===== src/rtl/predictor_branch_history_pkg.sv =====
// Shared encodings for the branch-history predictor: counter states, branch types, address width.
package predictor_branch_history_pkg;

  localparam int ADDR_W_DEF = 11;

  typedef enum logic [1:0] {
    CNT_SNT = 2'b00,
    CNT_WNT = 2'b01,
    CNT_WT  = 2'b10,
    CNT_ST  = 2'b11
  } cnt_t;

  typedef enum logic [1:0] {
    BR_NONE  = 2'b00,
    BR_ZERO  = 2'b01,
    BR_NEG   = 2'b10,
    BR_CARRY = 2'b11
  } br_type_t;

endpackage


===== src/rtl/predictor_sat_counter2.sv =====
// Combinational next-state of a 2-bit saturating counter: step up on inc, down otherwise.
module predictor_sat_counter2
  import predictor_branch_history_pkg::*;
(
  input  logic [1:0] cnt,
  input  logic       inc,
  output logic [1:0] cnt_next
);

  always_comb begin
    cnt_next = cnt;
    if (inc) begin
      if (cnt != CNT_ST) cnt_next = cnt + 2'd1;
    end else begin
      if (cnt != CNT_SNT) cnt_next = cnt - 2'd1;
    end
  end

endmodule


===== src/rtl/predictor_branch_history.sv =====
// Dynamic branch predictor: table of 2-bit counters indexed by low PC bits, one-cycle lookup.
// Define PREDICTOR_BYPASS_EN to forward a same-index update into the concurrent lookup.
module predictor_branch_history
  import predictor_branch_history_pkg::*;
#(
  parameter int         ADDR_W   = ADDR_W_DEF,
  parameter int         INDEX_W  = 4,
  parameter logic [1:0] CNT_INIT = 2'b01
) (
  input  logic              clk,
  input  logic              reset,
  input  logic              fetch_valid,
  input  logic [ADDR_W-1:0] fetch_pc,
  input  logic [ADDR_W-1:0] fetch_target,
  input  logic [1:0]        fetch_type,
  input  logic              stall,
  input  logic              upd_valid,
  input  logic [ADDR_W-1:0] upd_pc,
  input  logic              upd_result,
  input  logic              flush,
  output logic              pred_valid,
  output logic              branch_taken,
  output logic [ADDR_W-1:0] branch_addr,
  output logic [ADDR_W-1:0] jump_addr,
  output logic [1:0]        branch_type
);

  localparam int ENTRIES = 2 ** INDEX_W;

  logic [1:0]         cnt_table [ENTRIES];
  logic [INDEX_W-1:0] fetch_idx;
  logic [INDEX_W-1:0] upd_idx;
  logic [1:0]         upd_cnt;
  logic [1:0]         upd_cnt_next;
  logic [1:0]         lookup_cnt;
  logic               fetch_accept;

  logic               vld_p1;
  logic               taken_p1;
  logic [ADDR_W-1:0]  baddr_p1;
  logic [ADDR_W-1:0]  jaddr_p1;
  logic [1:0]         btype_p1;

  // Upper PC bits of the update port are not needed: the table has no tags.
  logic unused_upd_hi;
  assign unused_upd_hi = &{1'b0, upd_pc[ADDR_W-1:INDEX_W]};

  assign fetch_idx    = fetch_pc[INDEX_W-1:0];
  assign upd_idx      = upd_pc[INDEX_W-1:0];
  assign upd_cnt      = cnt_table[upd_idx];
  assign fetch_accept = fetch_valid && (fetch_type != BR_NONE);

  predictor_sat_counter2 u_sat (
    .cnt      (upd_cnt),
    .inc      (upd_result),
    .cnt_next (upd_cnt_next)
  );

  always_comb begin
    lookup_cnt = cnt_table[fetch_idx];
`ifdef PREDICTOR_BYPASS_EN
    if (upd_valid && (upd_idx == fetch_idx)) lookup_cnt = upd_cnt_next;
`endif
  end

  // Table update: reset wins, so an update presented during reset is lost.
  always_ff @(posedge clk) begin
    if (reset) begin
      for (int i = 0; i < ENTRIES; i++) cnt_table[i] <= CNT_INIT;
    end else if (upd_valid) begin
      cnt_table[upd_idx] <= upd_cnt_next;
    end
  end

  // Stage p1: prediction output registers; flush outranks stall.
  always_ff @(posedge clk) begin
    if (reset) begin
      vld_p1   <= 1'b0;
      taken_p1 <= 1'b0;
      baddr_p1 <= '0;
      jaddr_p1 <= '0;
      btype_p1 <= BR_NONE;
    end else if (flush) begin
      vld_p1 <= 1'b0;
    end else if (!stall) begin
      vld_p1 <= fetch_accept;
      if (fetch_accept) begin
        taken_p1 <= lookup_cnt[1];
        baddr_p1 <= fetch_pc + ADDR_W'(1);
        jaddr_p1 <= fetch_target;
        btype_p1 <= fetch_type;
      end
    end
  end

  assign pred_valid   = vld_p1;
  assign branch_taken = taken_p1;
  assign branch_addr  = baddr_p1;
  assign jump_addr    = jaddr_p1;
  assign branch_type  = btype_p1;

endmodule


===== config.mk =====
export PLATFORM = sky130hd
export DESIGN_NAME = predictor_branch_history
export DESIGN_NICKNAME = d
export VERILOG_FILES = /design/src/rtl/predictor_branch_history_pkg.sv /design/src/rtl/predictor_sat_counter2.sv /design/src/rtl/predictor_branch_history.sv
export SDC_FILE = /design/constraint.sdc
export NUM_CORES = 1
export LEC_CHECK = 0
export CAP_MARGIN = 20
export CORE_MARGIN = 4
export CORE_UTILIZATION = 53
export DETAILED_ROUTE_END_ITERATION = 6
export PLACE_DENSITY = 0.9
export SLEW_MARGIN = 20
export SYNTH_ARGS = -nofsm -noshare
export SYNTH_HDL_FRONTEND = slang
export SYNTH_SLANG_ARGS = --single-unit

===== constraint.sdc =====
create_clock -name clk -period 6.1 [get_ports clk]
set_input_delay 1.22 -clock clk [delete_from_list [all_inputs] [get_ports clk]]
set_output_delay 1.22 -clock clk [all_outputs]
set_load 0.02 [all_outputs]

==> impl_metrics.tcl <==
set metrics [dict create \
    synth_cell_types 35 \
    clk_latency_ps 340 \
    hold_viol_final 0 \
    cts_max_path_buffers 2 \
    netlist_instances 275 \
    die_h_um 81.5 \
    yosysWarnings 0 \
    cts_tree "built" \
    overflow 0 \
    cellLeakagePower_nw 1.19 \
    start_util_pct 55.3 \
    rr_startpoint "cnt_table[5][1]" \
    ys.flop_type "edfxtp_1" \
    outcome "completed" \
    fin_area_um2 3650 \
    vdd.ir_drop.worst_v 0.000134 \
    whs_path_depth 2 \
    drc 0 \
    clk_pin_slew_ps 60 \
    finalCriticalPeriod_ps 3650 \
    post_dp_cell_area_um2 3440 \
    r2r-end "cnt_table[8][0]" \
    syn-cell-area_um2 2860 \
    synth_edf_count 32 \
    diodes 0 \
    finClkSkew_ps 13.9 \
    yosys-top-cells-area "edfxtp_1 (34%), dfxtp_1 (18%), nand2_1 (7.1%), mux4_2 (6.3%), mux4_1 (4.6%)" \
    worst_pin_slew_ps 968 \
    grt_setup_unrepaired "false" \
    powerDensity_nw_per_um2 246 \
    grt_pass1_wl_um 10800 \
    cts_setup_buffers 0 \
    postRouteAntennaNets 0 \
    yosysMostFrequentCell "nand2_1" \
    r2r_slack_ps 4020 \
    area_growth_pct 27.4 \
    cts_buffers 9 \
    ys_seq_area_share_pct 51.7 \
    cts_sinks 58 \
    layout.nets 370 \
    dr.pass1.iters 4 \
    synth_fp_nets 318 \
    io_buffers 60 \
    gp_congestion 0.779 \
    hpwl_um 4520 \
    synth-seq-cells 58 \
    min_delay_worst_endpoint "branch_type[0]" \
    wl_per_cell_um 16.5 \
    yosys.area.top_type "edfxtp_1" \
    postSynthAreaPerCell_um2 10.4 \
    die_area_um2 6640 \
    grt_max_degree 45 \
    die_w_um 81.5 \
    critPathKind "in -> reg" \
    cp.required_ps 6140 \
    fin_setup_tns_ps 0 \
    worst_r2r_path_depth 5 \
    finalPower_uw 897 \
    critPathLaunchType "input pin" \
    crit_arrival_ps 3690 \
    grt_pass1_vias 2317 \
    fin_util_pct 70.5 \
    ios 68 \
    fillers 382 \
    cts_root_buffer "clkbuf_8" \
    cap_violations 0 \
    synth_commonest_cells "nand2_1 (54), edfxtp_1 (32), nor2_1 (30)" \
    antenna_found_initial 0 \
    routed_wirelength_um 6640 \
    worstSetupEndpointType "flip-flop" \
    track_usage_pct 21.7 \
    layout-drive-gt1-share_pct 9.64 \
    cts_htree_levels 3 \
    core_region_area_um2 5170 \
    ctsHoldBuffers 0 \
    slew_violations 0 \
    worstHoldStart "branch_type[0]" \
    fmax_mhz 274 \
    synth_top_cell_area_share_pct 33.6 \
    vias_per_cell 5.70 \
    drt_iter0_markers 187 \
    vias 2293 \
    min_path_type "reg -> reg" \
    setup_viol_count_final 0 \
    std_cell_rows 26 \
    cts_resized 0 \
    period_share_pct 59.9 \
    relSlewSlack_pct 35.5 \
    worstPathMaxFanout 16 \
    synthArstFlopShare_pct 0 \
]
-- where the power goes --
part | total, mW | leakage (nW) | switching (mW) | internal (mW)
clock network | 0.345 | 0.0974 | 0.146 | 0.199
registers | 0.430 | 0.499 | 0.00578 | 0.424
logic | 0.122 | 0.589 | 0.0640 | 0.0580
total | 0.897 | 1.19 | 0.216 | 0.681
-- worst max-delay path by stage --
stage                       endpoint  startpoint  depth (start not counted)
floorplan            cnt_table[0][0]   upd_pc[0]                          8
global placement    cnt_table[12][0]   upd_pc[0]                          6
detailed placement   cnt_table[8][0]   upd_pc[0]                          6
CTS                  cnt_table[8][0]   upd_pc[0]                          6
global route         cnt_table[4][0]   upd_pc[0]                          6
finish               cnt_table[8][0]   upd_pc[0]                          6
-- cells in the final DEF, fill, tap and decap left out, drive strengths merged --
cell / count
and2: 1
clkbuf: 13
xnor2: 4
a31o: 2
nor4: 1
nor3: 5
maj3: 2
nand2b: 13
clkdlybuf4s50: 60
xor2: 5
nor2: 31
inv: 1
nand3b: 1
nand3: 18
mux4: 13
or2: 3
nor2b: 3
bufinv: 1
dfxtp: 26
and4: 1
a21oi: 16
nand4: 5
o211ai: 1
o211a: 1
a211oi: 10
and3: 2
nand2: 54
nor3b: 1
a22oi: 1
ha: 1
buf: 2
clkinv: 2
edfxtp: 32
-- worst max-delay path, stage by stage --
cell and delay, ps:
clkdlybuf4s50_1 960, mux4_1 680, a22oi_1 160, and3_1 240, maj3_4 320, nand3_1 110
-- final cells by class --
cell class	instances	area [um^2]	area share, %
Clock inverter	3	40.0	1.10
Sequential cell	58	1480	40.6
Tap cell	70	87.6	2.40
Multi-Input combinational cell	195	1270	34.8
Inverter	1	3.75	0.103
Clock buffer	13	149	4.08
Timing Repair Buffer	62	616	16.9
-- per-layer routing --
metal / vias up / GRT usage (%) / part of all wire (%)
li1: 1093 / - / -
met1: 1088 / 26.0 / 39
met2: 100 / 36.8 / 49
met3: 12 / 4.71 / 10
met4: 0 / 10.8 / 1.5
met5: - / 0 / 0
-- cells by family after synthesis --
group                    synth area share [%]
multiplexers                             10.9
flip-flops                               51.7
AND/OR/NAND/NOR                          22.2
AO/OA/AOI/OAI                            6.91
buffers and inverters                    4.11
XOR/XNOR                                 2.75
adder cells (fa/ha/maj)                  1.40
-- sequential cells by signal, indices dropped and copies added (netlist names) --
name / cells
cnt_table: 32
branch_type: 2
pred_valid: 1
branch_addr: 11
jump_addr: 11
branch_taken: 1
-- stage by stage --
| step | setup WS [ps] | hold slack (ps) | std cells |
|---|---|---|---|
| after CTS | 2460 | 454 | 401 |
| after detailed placement | 2110 | 445 | 385 |
| after floorplan | 3150 | 535 | 275 |
| final | 2450 | 452 | 402 |
| after global placement | 2150 | 441 | 385 |
| after global routing | 2400 | 473 | 402 |
(Power assumes the default switching activity.)
